## src/rtl/mult_rr_arbiter.sv

```systemverilog
// ---------------------------------------------------------------------------
// mult_rr_arbiter
//   Shares one 4-cycle 8x8 unsigned multiplier between NUM_REQ requesters.
//   Round-robin grant, one operation in flight at a time. A watchdog aborts
//   the operation if the multiplier never answers.
//
// Ports
//   clk, reset_n            clock, async active-low reset
//   req_valid/req_a/req_b   per-requester request; operands packed 8 bits each
//   req_ready               one-hot accept strobe, only while idle
//   rsp_valid/rsp_ready     per-requester response handshake (one-hot valid)
//   rsp_result              16-bit product, stable while rsp_valid is set
//   mult_start/a/b          multiplier launch (pulse and operands, else 0)
//   mult_done/mult_result   multiplier completion, honoured only in WAIT
//   busy                    any state but IDLE
//   err_timeout/err_id      abort pulse and ID of the aborted requester
// ---------------------------------------------------------------------------
module mult_rr_arbiter #(
  parameter int NUM_REQ = 4,
  parameter int TIMEOUT = 8,
  localparam int IDW = (NUM_REQ > 1) ? $clog2(NUM_REQ) : 1
) (
  input  logic                   clk,
  input  logic                   reset_n,
  input  logic [NUM_REQ-1:0]     req_valid,
  input  logic [8*NUM_REQ-1:0]   req_a,
  input  logic [8*NUM_REQ-1:0]   req_b,
  output logic [NUM_REQ-1:0]     req_ready,
  output logic [NUM_REQ-1:0]     rsp_valid,
  input  logic [NUM_REQ-1:0]     rsp_ready,
  output logic [15:0]            rsp_result,
  output logic                   mult_start,
  output logic [7:0]             mult_a,
  output logic [7:0]             mult_b,
  input  logic                   mult_done,
  input  logic [15:0]            mult_result,
  output logic                   busy,
  output logic                   err_timeout,
  output logic [IDW-1:0]         err_id
);

  localparam int DATA_W = 8;
  localparam int CNTW   = $clog2(TIMEOUT + 1);
  localparam logic [IDW-1:0]  PTR_RST  = IDW'(NUM_REQ - 1);
  localparam logic [CNTW-1:0] CNT_LAST = CNTW'(TIMEOUT - 1);

  typedef enum logic [1:0] {
    S_IDLE  = 2'd0,
    S_ISSUE = 2'd1,
    S_WAIT  = 2'd2,
    S_RESP  = 2'd3
  } state_t;

  state_t           state;
  logic [IDW-1:0]   ptr;
  logic [IDW-1:0]   cur_id;
  logic [CNTW-1:0]  wd_cnt;

  // First set bit of v, searching upward from p+1 and wrapping.
  function automatic logic [IDW-1:0] rr_pick(input logic [NUM_REQ-1:0] v,
                                             input logic [IDW-1:0]     p);
    logic [IDW-1:0] r;
    logic [IDW-1:0] idx;
    logic           found;
    r     = '0;
    found = 1'b0;
    for (int k = 1; k <= NUM_REQ; k++) begin
      idx = IDW'((int'(p) + k) % NUM_REQ);
      if (!found && v[idx]) begin
        r     = idx;
        found = 1'b1;
      end
    end
    return r;
  endfunction

  function automatic logic [NUM_REQ-1:0] id_onehot(input logic [IDW-1:0] id);
    logic [NUM_REQ-1:0] v;
    v     = '0;
    v[id] = 1'b1;
    return v;
  endfunction

  logic [IDW-1:0] gnt_id;
  logic           grant;
  logic           rsp_hs;

  assign gnt_id = rr_pick(req_valid, ptr);
  assign grant  = (state == S_IDLE) && (|req_valid);
  assign rsp_hs = (state == S_RESP) && rsp_ready[cur_id];
  assign busy   = (state != S_IDLE);

  // The accept strobe is combinational; masking it with reset_n keeps it
  // quiet while reset is held even if requesters keep req_valid high.
  assign req_ready = (grant && reset_n) ? id_onehot(gnt_id) : '0;

  always_ff @(posedge clk or negedge reset_n) begin
    if (!reset_n) begin
      state       <= S_IDLE;
      ptr         <= PTR_RST;
      cur_id      <= '0;
      wd_cnt      <= '0;
      mult_start  <= 1'b0;
      mult_a      <= '0;
      mult_b      <= '0;
      rsp_valid   <= '0;
      rsp_result  <= '0;
      err_timeout <= 1'b0;
      err_id      <= '0;
    end else begin
      // Start pulse, operands and abort strobe are single-cycle by default.
      mult_start  <= 1'b0;
      mult_a      <= '0;
      mult_b      <= '0;
      err_timeout <= 1'b0;
      case (state)
        // IDLE -> ISSUE: accept, remember the winner, load the launch regs
        S_IDLE: begin
          if (grant) begin
            cur_id     <= gnt_id;
            ptr        <= gnt_id;
            mult_start <= 1'b1;
            mult_a     <= req_a[{gnt_id, 3'b000} +: DATA_W];
            mult_b     <= req_b[{gnt_id, 3'b000} +: DATA_W];
            state      <= S_ISSUE;
          end
        end
        // ISSUE -> WAIT: launch is visible this cycle, arm the watchdog
        S_ISSUE: begin
          wd_cnt <= '0;
          state  <= S_WAIT;
        end
        // WAIT -> RESP on done, or -> IDLE after TIMEOUT cycles without it
        S_WAIT: begin
          if (mult_done) begin
            rsp_result <= mult_result;
            rsp_valid  <= id_onehot(cur_id);
            state      <= S_RESP;
          end else if (wd_cnt == CNT_LAST) begin
            err_timeout <= 1'b1;
            err_id      <= cur_id;
            state       <= S_IDLE;
          end else begin
            wd_cnt <= wd_cnt + 1'b1;
          end
        end
        // RESP -> IDLE once the granted requester takes the result
        S_RESP: begin
          if (rsp_hs) begin
            rsp_valid <= '0;
            state     <= S_IDLE;
          end
        end
        default: state <= S_IDLE;
      endcase
    end
  end

endmodule

```

## config.mk

```make
export PLATFORM = sky130hd
export DESIGN_NAME = mult_rr_arbiter
export DESIGN_NICKNAME = d
export VERILOG_FILES = /design/src/rtl/mult_rr_arbiter.sv
export SDC_FILE = /design/constraint.sdc
export NUM_CORES = 1
export LEC_CHECK = 0
export ABC_AREA = 1
export CAP_MARGIN = 20
export CORE_MARGIN = 3
export CORE_UTILIZATION = 41
export DETAILED_ROUTE_END_ITERATION = 10
export GPL_TIMING_DRIVEN = 0
export PLACE_DENSITY = 0.81
export SYNTH_ARGS = -nofsm -noshare
export SYNTH_HDL_FRONTEND = slang
export SYNTH_SLANG_ARGS = --single-unit
```

## constraint.sdc

```tcl
create_clock -name clk -period 2.3 [get_ports clk]
set_input_delay 0.23 -clock clk [delete_from_list [all_inputs] [get_ports clk]]
set_output_delay 0.23 -clock clk [all_outputs]
set_load 0.01 [all_outputs]
```

==> results.py <==
metrics = {
    "floorplan": {
        "die_x_um": 88.90,
        "ios": 136,
        "dieArea_um2": 7903,
        "start_util_pct": 43.38,
        "rows": 29,
        "core_area_um2": 6495,
        "fp.dieH_um": 88.90,
    },
    "finish": {
        "diodes": 0,
        "nets": 609,
        "final_cell_area_um2": 4708,
        "layout-drive-gt1-share_pct": 19.69,
        "multi_input_area_um2": 1494,
        "syn2layout_area_growth_pct": 67.10,
        "nFillCells": 489,
        "regArea_um2": 1254,
    },
    "place": {
        "placed_area_um2": 4280,
        "routabilityCongestion": 0.8912,
        "dpl_worst_slack_ns": -0.4985,
        "hpwl_um": 6568,
        "portBuffers": 135,
    },
    "worst_setup_path": {
        "cpPeakStageDelay_ns": 0.59,
        "critical_path.cell_chain": "buf_6 > nand2_2 > nand2_2 > nand2_2 > nand2_4 > nor2_4 > buf_6 > nand4_1 > nand2_4 > buf_12 > nor3_4 > buf_2",
        "cp_max_fo": 8,
        "worst_setup_path_end_kind": "primary output",
        "path_class": "reg2out",
        "arrival_ns": 2.15,
        "critPathSlowestCell": "dfstp_2",
        "cpMostUsedCell": "nand2_2",
        "crit_required_ns": 2.07,
        "cp-start-kind": "flop",
    },
    "global_routing": {
        "antenna_found_initial": 0,
        "grt_pass1_wl_um": 13680,
        "grtUsageTotal_pct": 22.27,
        "grt_pass1_vias": 2994,
        "overflow": 0,
        "grt_start_max_net_pins": 43,
    },
    "clock_tree": {
        "cts_tree": "yes",
        "clock_sinks": 50,
        "clk_transition_reported_paths_ns": 0.09,
        "clk_latency_ns": 0.31,
        "max-clock-path-buffers": 2,
        "h-tree-depth": 2,
        "cts_root_buf": "clkbuf_8",
        "cts-buffers-inserted": 5,
    },
    "power": {
        "peakVddDrop_mv": 1.000,
        "p_leak_nw": 2.202,
        "p_per_area_nw_per_um2": 1440,
    },
    "routing": {
        "first_iter_violations": 131,
        "drtPass1Iterations": 4,
        "routed_wirelength_um": 8920,
        "wire_per_inst_um": 14.99,
        "via_count": 3038,
        "drc": 0,
        "ant_nets": 0,
        "viasPerCell": 5.106,
    },
    "timing": {
        "rsz0062_at_grt": "true",
        "setup_slack_ns": -0.08276,
        "worst_slew_pin_slew_ns": 0.6521,
        "hold_slack_ns": 0.3216,
        "relSlewSlack_pct": 56.53,
        "hold_violations": 0,
        "finalCriticalPeriod_ns": 2.383,
        "fin_skew_ns": 0.01299,
        "setup_viol": 4,
        "finalCritPeriodShare_pct": 103.6,
        "maxSlewViolCount": 0,
        "max_clock_freq_ghz": 0.4197,
    },
    "run": {
        "maxCapViolations": 0,
    },
    "run_status": {
        "status": "finished, violations left",
        "violations": "setup timing",
    },
    "synth": {
        "synth-edff-count": 0,
        "synthCells": 356,
        "syn_area_um2": 2818,
        "yosysWarningCount": 0,
        "avgSynthCellArea_um2": 7.915,
        "syn_nets": 448,
        "yosysSeqAreaShare_pct": 44.49,
        "yosys_register_bits": 50,
        "synthFlopType": "dfrtp_1",
        "ys_types": 32,
        "synthArstFlopShare_pct": 100.0,
    },
    "worst_hold_path": {
        "hp-class": "in2async",
    },
}
==> cell type report <==
cell class / count / share of cell area, %
Timing Repair Buffer: 158 / 33.06
Buffer: 11 / 2.153
Inverter: 27 / 2.418
Clock inverter: 3 / 0.5049
Tap cell: 77 / 2.046
Clock buffer: 5 / 1.462
Sequential cell: 50 / 26.63
Multi-Input combinational cell: 264 / 31.73
==> logic make-up (layout without fill, tap and decap cells) <==
| group | after synthesis | count (layout) | synth area share [%] |
|---|---|---|---|
| compound gates | 35 | 35 | 8.082 |
| xor+xnor | 1 | 1 | 0.3109 |
| fa+ha+maj | 1 | 1 | 0.4440 |
| buf+inv | 42 | 204 | 7.593 |
| flops | 50 | 50 | 44.49 |
| mux | 16 | 16 | 6.394 |
| simple gates | 211 | 211 | 32.68 |
==> registers in the layout, indices dropped and copies added, names as in the netlist, 2 cells and up <==
name,cells
cur_id,2
err_id,2
mult_a,8
mult_b,8
ptr,2
rsp_result,16
rsp_valid,4
state,2
wd_cnt,4
==> cells in the final DEF, fill, tap and decap left out, types with 8 or more instances in the layout <==
cell,synthesis,final
clkdlybuf4s50_1,0,130
nand2_1,136,127
nand2_4,2,8
buf_4,4,16
nor2_1,10,10
inv_1,24,23
mux2_2,16,16
buf_6,5,8
a21oi_1,13,13
nand3_1,46,40
nand2_2,6,8
dfrtp_1,48,48
==> cell usage after synthesis, drive strengths merged, types with 3 or more instances <==
cell type | instances | area (um2)
nand2 | 144 | 570.6
dfrtp | 48 | 1201
nand3 | 46 | 230.2
inv | 27 | 103.9
a21oi | 20 | 126.4
mux2 | 16 | 180.2
buf | 12 | 98.84
nor2 | 11 | 48.80
o21ai | 8 | 43.79
nor3 | 5 | 25.02
nand4 | 4 | 40.04
clkbuf | 3 | 11.26
o32ai | 3 | 26.28
==> what timing repair did <==
action,4_1_cts,5_1_grt
setup endpoints to repair,4,20
resized for setup,49,22
hold buffers,1,0
pin swaps,12,5
setup buffers,17,4
cloned,0,2
endpoints found under the hold margin,9,0
==> final timing paths <==
check	slack, ns	to	startpoint	depth (start not counted)
min	0.32	wd_cnt[2]$_DFFE_PN0P_	reset_n	2
min reg2reg	0.51	wd_cnt[0]$_DFFE_PN0P_	wd_cnt[0]$_DFFE_PN0P_	1
min in group clk	0.51	wd_cnt[0]$_DFFE_PN0P_	wd_cnt[0]$_DFFE_PN0P_	1
max	-0.08	req_ready[2]	ptr[0]$_DFFE_PN1P_	12
max reg2reg	0.10	mult_a[2]$_DFF_PN0_	ptr[0]$_DFFE_PN1P_	14
max in group asynchronous	1.41	ptr[0]$_DFFE_PN1P_	reset_n	3
==> routing by layer <==
layer,share of wire (%),global-route usage (%),routed length (um),vias to the layer above
li1,-,-,-,1482
met1,38,26.06,3432,1401
met2,51,39.20,4529,141
met3,9.1,6.636,812,14
met4,1.6,6.868,146,0
met5,0,0,0,-
==> where the power goes <==
group	switching [W]	internal [W]
combinational	0.00268	0.00216
sequential	0.000185	0.00123
clock	0.000309	0.000218
total	0.00317	0.00361
==> per-stage QoR <==
| stage | cells | power (W) | setup TNS, ns | utilization [%] |
|---|---|---|---|---|
| after floorplan | 356 | 0.004114 | 0 | - |
| after global placement | 568 | 0.005356 | -26.14 | 65.67 |
| after detailed placement | 569 | 0.005477 | -2.064 | 65.90 |
| after CTS | 592 | 0.006501 | -0.09781 | 70.58 |
| after global routing | 595 | 0.007352 | -0.8437 | 72.49 |
| final | 595 | 0.006779 | -0.2730 | 72.49 |
==> critical path: cells and delay by family, from the launching register on <==
kind	cells	cell delay, ns
AND/OR/NAND/NOR	8	0.70
flip-flops	1	0.59
buffers and inverters	4	0.58
Note: power is estimated with default switching activity, not from simulation.
